$ cat src/rtl/fetch_prefetch_buffer_pkg.sv
// Shared fetch-path definitions: word size, NOP encoding and the buffered entry layout.
// Imported by the prefetch buffer top and by anything that unpacks its FIFO entries.
package fetch_prefetch_buffer_pkg;

    localparam int XLEN        = 32;
    localparam int INSTR_BYTES = 4;
    localparam logic [XLEN-1:0] NOP_INSTR = 32'h0000_0013;

    typedef struct packed {
        logic [XLEN-1:0] instr;
        logic [XLEN-1:0] pc;
    } fetch_entry_t;

    function automatic logic [XLEN-1:0] align_word(input logic [XLEN-1:0] addr);
        return addr & ~(XLEN'(INSTR_BYTES - 1));
    endfunction

endpackage

$ cat src/rtl/sync_fifo.sv
// Small synchronous FIFO with flush; occupancy is a separate counter so full and empty
// are distinguishable while the pointers simply wrap.
module sync_fifo #(
    parameter int WIDTH = 64,
    parameter int DEPTH = 4
) (
    input  logic                         clk,
    input  logic                         rst_n,
    input  logic                         push,
    input  logic                         pop,
    input  logic                         flush,
    input  logic [WIDTH-1:0]             wdata,
    output logic [WIDTH-1:0]             rdata,
    output logic [$clog2(DEPTH+1)-1:0]   occupancy
);

    localparam int PTR_W = $clog2(DEPTH);
    localparam int OCC_W = $clog2(DEPTH + 1);
    localparam logic [OCC_W-1:0] FULL_OCC = OCC_W'(DEPTH);

    logic [WIDTH-1:0] mem_q [DEPTH];
    logic [PTR_W-1:0] wr_ptr_q, wr_ptr_d;
    logic [PTR_W-1:0] rd_ptr_q, rd_ptr_d;
    logic [OCC_W-1:0] occ_q, occ_d;
    logic             push_en;
    logic             pop_en;

    // Flush wins over both push and pop issued in the same cycle.
    assign push_en = push && !flush && (occ_q != FULL_OCC);
    assign pop_en  = pop && !flush && (occ_q != '0);

    always_comb begin
        wr_ptr_d = wr_ptr_q;
        rd_ptr_d = rd_ptr_q;
        occ_d    = occ_q;
        if (flush) begin
            wr_ptr_d = '0;
            rd_ptr_d = '0;
            occ_d    = '0;
        end else begin
            if (push_en) wr_ptr_d = wr_ptr_q + PTR_W'(1);
            if (pop_en)  rd_ptr_d = rd_ptr_q + PTR_W'(1);
            case ({push_en, pop_en})
                2'b10:   occ_d = occ_q + OCC_W'(1);
                2'b01:   occ_d = occ_q - OCC_W'(1);
                default: occ_d = occ_q;
            endcase
        end
    end

    always_ff @(posedge clk) begin
        if (!rst_n) begin
            wr_ptr_q <= '0;
            rd_ptr_q <= '0;
            occ_q    <= '0;
        end else begin
            wr_ptr_q <= wr_ptr_d;
            rd_ptr_q <= rd_ptr_d;
            occ_q    <= occ_d;
        end
    end

    always_ff @(posedge clk) begin
        if (push_en) mem_q[wr_ptr_q] <= wdata;
    end

    assign rdata     = mem_q[rd_ptr_q];
    assign occupancy = occ_q;

endmodule

$ cat src/rtl/fetch_prefetch_buffer.sv
// Instruction-fetch front end: issues sequential imem reads, buffers returned words with
// their PC, hands them to decode over valid/ready, and flushes/restarts on redirect.
module fetch_prefetch_buffer
    import fetch_prefetch_buffer_pkg::*;
#(
    parameter int              DEPTH    = 4,
    parameter logic [XLEN-1:0] RESET_PC = 32'h0000_0000
) (
    input  logic                         clk,
    input  logic                         rst_n,
    output logic                         imem_req,
    output logic [XLEN-1:0]              imem_addr,
    input  logic [XLEN-1:0]              imem_rdata,
    input  logic                         redirect_valid,
    input  logic [XLEN-1:0]              redirect_pc,
    output logic                         out_valid,
    output logic [XLEN-1:0]              out_instr,
    output logic [XLEN-1:0]              out_pc,
    input  logic                         out_ready,
    output logic [$clog2(DEPTH+1)-1:0]   occupancy
);

    localparam int OCC_W = $clog2(DEPTH + 1);
    localparam int OCC_X = OCC_W + 1;
    localparam logic [OCC_W:0] DEPTH_X = OCC_X'(DEPTH);

    logic [XLEN-1:0]   fetch_pc_q, fetch_pc_d;
    logic [XLEN-1:0]   inflight_pc_q, inflight_pc_d;
    logic              inflight_q, inflight_d;
    logic              issue;
    logic              push;
    logic              pop;
    logic [OCC_W:0]    credit_used;
    logic [OCC_W-1:0]  occ;
    fetch_entry_t      wr_entry;
    fetch_entry_t      head_entry;
    logic [2*XLEN-1:0] wr_data;
    logic [2*XLEN-1:0] rd_data;

    // An outstanding fetch reserves a slot; a same-cycle pop earns no credit.
    assign credit_used = {1'b0, occ} + {{OCC_W{1'b0}}, inflight_q};
    assign issue       = rst_n && !redirect_valid && (credit_used < DEPTH_X);
    assign imem_req    = issue;
    assign imem_addr   = fetch_pc_q;

    assign push = inflight_q && !redirect_valid;
    assign pop  = out_valid && out_ready;

    assign wr_entry.instr = imem_rdata;
    assign wr_entry.pc    = inflight_pc_q;
    assign wr_data        = wr_entry;
    assign head_entry     = rd_data;

    sync_fifo #(
        .WIDTH (2 * XLEN),
        .DEPTH (DEPTH)
    ) u_fifo (
        .clk       (clk),
        .rst_n     (rst_n),
        .push      (push),
        .pop       (pop),
        .flush     (redirect_valid),
        .wdata     (wr_data),
        .rdata     (rd_data),
        .occupancy (occ)
    );

    // Head fields read as zero when empty so stale storage never leaks out.
    assign out_valid = (occ != '0);
    assign out_instr = out_valid ? head_entry.instr : '0;
    assign out_pc    = out_valid ? head_entry.pc : '0;
    assign occupancy = occ;

    always_comb begin
        fetch_pc_d    = fetch_pc_q;
        inflight_pc_d = inflight_pc_q;
        inflight_d    = 1'b0;
        if (redirect_valid) begin
            fetch_pc_d = align_word(redirect_pc);
        end else if (issue) begin
            fetch_pc_d    = fetch_pc_q + XLEN'(INSTR_BYTES);
            inflight_pc_d = fetch_pc_q;
            inflight_d    = 1'b1;
        end
    end

    always_ff @(posedge clk) begin
        if (!rst_n) begin
            fetch_pc_q    <= RESET_PC;
            inflight_pc_q <= '0;
            inflight_q    <= 1'b0;
        end else begin
            fetch_pc_q    <= fetch_pc_d;
            inflight_pc_q <= inflight_pc_d;
            inflight_q    <= inflight_d;
        end
    end

endmodule

$ cat config.mk
export PLATFORM = sky130hd
export DESIGN_NAME = fetch_prefetch_buffer
export DESIGN_NICKNAME = d
export VERILOG_FILES = /design/src/rtl/fetch_prefetch_buffer_pkg.sv /design/src/rtl/sync_fifo.sv /design/src/rtl/fetch_prefetch_buffer.sv
export SDC_FILE = /design/constraint.sdc
export NUM_CORES = 1
export LEC_CHECK = 0
export ABC_AREA = 1
export BUFFER_PORTS_ARGS = -buffer_cell sky130_fd_sc_hd__buf_2
export CORE_ASPECT_RATIO = 0.6
export CORE_MARGIN = 4
export CORE_UTILIZATION = 58
export CTS_CLUSTER_DIAMETER = 40
export DETAILED_ROUTE_END_ITERATION = 6
export PLACE_DENSITY_LB_ADDON = 0.15
export RECOVER_POWER = 25
export SYNTH_ARGS = -nofsm -noshare
export SYNTH_HDL_FRONTEND = slang
export SYNTH_SLANG_ARGS = --single-unit
$ cat constraint.sdc
create_clock -name clk -period 4.3 [get_ports clk]
set_input_delay 0.43 -clock clk [delete_from_list [all_inputs] [get_ports clk]]
set_output_delay 0.43 -clock clk [all_outputs]
set_load 0.1 [all_outputs]
======== After elaboration in Yosys (flattened, before gate mapping) ========
Memories as Yosys holds them, arrays and structs flattened. A register that Yosys moved wholly into a read port is not among the register bits.
Index checks and enable logic that the tools add are counted.
cells by class
  add/subtract/negate cells ............... 6
  magnitude comparators ................... 1
  reductions and logical operators ........ 14
  multiplexer cells ....................... 10
  bitwise gates (word level) .............. 2
  eq/ne operators ......................... 3
operators with widths
  kind                                                        number
  two-way mux 32 bit                                          4
  adder 32 x 3 -> 32 bit, second input constant               1
  logical AND 1 bit                                           8
  one-hot mux 3 bit (2 select lines)                          1
  adder 2 x 1 -> 2 bit, second input constant                 2
  adder 3 x 1 -> 4 bit                                        1
  less-than comparator 4 x 3 -> 1 bit, second input constant  1
  two-way mux 2 bit                                           2
  nonzero test 2 bit                                          2
  adder 3 x 1 -> 3 bit, second input constant                 1
  two-way mux 1 bit                                           3
  != test 3 bit, second input constant                        1
  nonzero test 3 bit                                          1
  subtractor 3 x 1 -> 3 bit, second input constant            1
  == test 2 x 1 -> 1 bit, second input constant               1
  == test 2 bit, second input constant                        1
  NOT 1 bit                                                   2
  AND reduction 2 bit                                         1
  OR reduction 2 bit                                          1
  zero test 1 bit                                             1
storage, ports and cells
  register bits after elaboration ......... 72
  memories ................................ 1
  bits of input ports ..................... 68
  output and inout bits ................... 101
  bits in writable memories ............... 256
  word-level logic and storage cells ...... 44
memories
  name          depth  bits a word  rd ports  clocked after Yosys merged registers in  write ports  RTL line         source
  u_fifo.mem_q  4      64           1         1                                        1            sync_fifo.sv:21  logic [WIDTH-1:0] mem_q [DEPTH];

======== Longest topological paths before layout ========
  word-level depth ........................ 6
  depth in mapped cells ................... 11
  mapped depth without buffers ............ 10

======== Modules after synthesis ========
Synthesis repeated with hierarchy kept, for this count alone.
unflattened totals
  cells, all modules ...................... 1,340
  area total of the unflattened synthesis .. 13,765.7 µm²
modules (own cells, without submodules)
  module                 instances  area each (µm²)  sequential area each (µm²)  cells each
  sync_fifo              1          9,995.8          7,867.5                     694
  fetch_prefetch_buffer  1          3,769.9          1,221.2                     646

======== Worst setup path before layout ========
OpenSTA, ideal clock, no wires.
  path type ............................... register -> register
  start point ............................. reg u_fifo.occ_q[0], in the netlist u_fifo.occupancy[0]
  end point ............................... mem u_fifo.mem_q[0][10], enable pin
  clock period less this slack ............ 4.677 ns
  arrival ................................. 4.195 ns
  stages on the path, launching flop included .. 5
  library setup time ...................... 0.482 ns
  slack ................................... -0.377 ns
  path buffers ............................ 0
  required time ........................... 3.818 ns
  cell sequence ........................... dfxtp_1 inv_1 nand3_1 nand3_1 nor2_1
between the ends
  word-level cells in the longest chain between the ends .. 4
RTL lines
  what                                     RTL line         source
  start, declared                          sync_fifo.sv:24  logic [OCC_W-1:0] occ_q, occ_d;
  start signal, assigned                   sync_fifo.sv:55  occ_q <= '0;
  start signal, assigned                   sync_fifo.sv:59  occ_q <= occ_d;
  != test 3 bit                            sync_fifo.sv:29  assign push_en = push && !flush && (occ_q != FULL_OCC);
  logical AND 1 bit                        sync_fifo.sv:29
  two-way mux 1 bit                        sync_fifo.sv:64  if (push_en) mem_q[wr_ptr_q] <= wdata;
  two-way mux 1 bit (implied by the code)  sync_fifo.sv:64
  end, declared                            sync_fifo.sv:21
No other way between the ends.

==> flow_summary.ini <==
[die]
core_um2 = 22200
die_w_um = 202
die_y_um = 125
ios = 169
placementRows = 42
die-area_um2 = 25200
start_util = 0.594

[timing]
clock_skew_ns = 0.0199
min_period_over_period = 0.850
finalSetupViolations = 0
tightest_slew_ns = 0.838
setup_tns_ns = 0
fin_ws_ns = 0.647
min_period_ns = 3.65
fmaxAchievable_mhz = 274
drv_slew = 0
rsz0062_at_grt = no
slew_headroom = 0.441
hold_violations = 0

[global_routing]
grt_max_degree = 75
grt_pass1_wl_um = 47900
first_global_vias = 8791
antenna_found_initial = 0
grtUsageTotal = 0.236
grt-ovfl-total = 0

[power_and_ir_drop]
p_leak_nw = 5.77
p_int_mw = 5.02
vdd_drop_max_mv = 0.531
netSwitchingFraction = 0.248
netSwitchingPower_mw = 1.65
power.density_nw_per_um2 = 437
p_comb_frac = 0.084
seqPwrFrac = 0.514
clkPwrFrac = 0.402

[cts]
clk_pin_slew_ns = 0.06
cts_tree = built
cts_setup_buffers = 0
root_buffer = clkbuf_16
clk_latency_ns = 0.55
cts_buffers = 30
cts_sinks = 318
h-tree-depth = 1
clk_path_buf_depth = 3
cts_hold_buf = 0
post_cts_resized = 0

[critical_path]
crit_fanout = 67
path_cells = buf_4, nor2_1, nor2_1, o21ai_0, a21oi_1, buf_2
path_depth = 6
crit_family = buffers and inverters
path_buf_inv = 2
cp.arrival_ns = 3.22
crit_top_cell = nor2_1
crit_required_ns = 3.87
end_kind = output port
start_kind = register
ff2ff_path_depth = 6
worst-setup-path-type = register to output port
cpMaxStageDelayCell = dfxtp_4
slowest_delay_ns = 0.75

[yosys]
seq_area_frac_synth = 0.672
synthesis.area_um2 = 13200
ys_ff_latch = 318
syn_avg_cell_area_um2 = 10.3
synthCells = 1281
synthDistinctLibCells = 33
ys_warn_count = 0

[detailed_routing]
firstDrtPassIters = 5
drt_iter0_drc = 828
drc = 0
viasPerCell = 5.45
wire_per_inst_um = 17.5
drt-total-wl_um = 30600
vias = 9557
ant_nets = 0

[finish]
final_layout_size_suffix_gt1_frac = 0.151
final_common_cell = nor2_1
most-common-layout-cells = nor2_1 (316), edfxtp_1 (248), o21ai_0 (157), buf_2 (130), nand2_1 (124)
final_nets = 1498
syn_to_final_growth_pct = 15.9
diodes = 0

[placement]
gp_congestion = 0.953
portBuffers = 162
dp_hpwl_um = 18600
place_ws_ns = 1.24

[min_path]
holdPathStages = 1
hold_class = input port to register

[job]
drv_cap = 0

[status]
outcome = completed
-- flip-flops by register name (all words and copies together), names as in the netlist, named ones only --
name / cells
u_fifo.occupancy: 3
u_fifo.wr_ptr_q: 2
u_fifo.rd_ptr_q: 2
u_fifo.mem_q: 248
imem_addr: 30
inflight_q: 1
inflight_pc_q: 30
-- cells in the mapped netlist --
library cell / n / area [um2]
clkbuf_1: 41 / 154
fa_1: 1 / 20.0
edfxtp_1: 248 / 7450
buf_4: 7 / 52.6
o21ai_1: 7 / 35.0
a31oi_1: 4 / 25.0
nor3_2: 1 / 10.0
a22oi_1: 2 / 15.0
o211ai_1: 3 / 22.5
o22ai_1: 1 / 6.26
nor2_1: 320 / 1200
nor3_1: 6 / 30.0
inv_1: 77 / 289
buf_1: 5 / 18.8
a21boi_0: 1 / 7.51
nor2_4: 1 / 11.3
o211a_1: 2 / 20.0
inv_2: 5 / 18.8
buf_2: 15 / 75.1
or2_2: 1 / 6.26
buf_6: 3 / 33.8
nand4_1: 7 / 43.8
a21oi_1: 101 / 505
xor2_1: 6 / 52.6
a211oi_1: 12 / 90.1
nand2_1: 124 / 465
nand2_2: 3 / 18.8
o21ai_0: 157 / 786
conb_1: 1 / 3.75
dfxtp_1: 70 / 1400
nor2_2: 5 / 31.3
nand3_1: 38 / 190
ha_1: 6 / 75.1
-- layer usage --
metal  global-route usage  routed length, um  vias up
met4               0.0355                356        0
met2                0.359              13600      371
met1                0.363              14100     4502
met5                    0                  0        -
met3               0.0481               2610       32
li1                     -                  -     4652
-- per-stage QoR --
stage          instances  area, um2  utilization  hold slack (ns)  power [mW]
2_1_floorplan       1284      13200            -            0.436        3.92
3_3_place_gp        1699      14300        0.644            0.447        4.05
3_5_place_dp        1699      14300        0.644            0.448        4.06
4_1_cts             1755      15300        0.690           0.0702        6.71
5_1_grt             1755      15300        0.688            0.110        6.89
6_report            1755      15300        0.688            0.138        6.67
-- layout make-up --
cell class	instances	area [um2]
clock buffer	35	811
clock inverter	21	210
fill	1702	6920
inverter	82	308
multi-input combinational	813	3720
sequential	318	8850
tap	308	385
timing repair buffer	178	966
-- cells by family (layout without fill, tap and decap cells) --
kind of cell | Yosys count | after routing | share of synthesized area
AND/OR/NAND/NOR | 506 | 506 | 0.153
buffers and inverters | 153 | 316 | 0.0488
AO/OA/AOI/OAI | 290 | 290 | 0.115
flip-flops | 318 | 318 | 0.672
other | 1 | 4 | 0.000285
XOR/XNOR | 6 | 6 | 0.00399
adder cells (fa/ha/maj) | 7 | 7 | 0.00722
-- power by group through the flow --
| stage | clock [mW] | sequential (mW) | combinational [mW] |
|---|---|---|---|
| finish | 2.68 | 3.43 | 0.562 |
| global route | 2.86 | 3.43 | 0.601 |
| floorplan | 0 | 3.61 | 0.310 |
| global placement | 0 | 3.49 | 0.558 |
| detailed placement | 0 | 3.49 | 0.565 |
| CTS | 2.72 | 3.43 | 0.567 |
-- worst paths after layout --
path,start,end,slack [ns]
setup / recovery,register,out_pc[11],0.65
hold / removal,imem_rdata[15],u_fifo.mem_q[1][47],0.14
setup reg to reg,u_fifo.occupancy[0],imem_addr[20],1.65
hold reg to reg,u_fifo.rd_ptr_q[1],register,0.46
No activity file was read; power rests on OpenSTA's default activity.
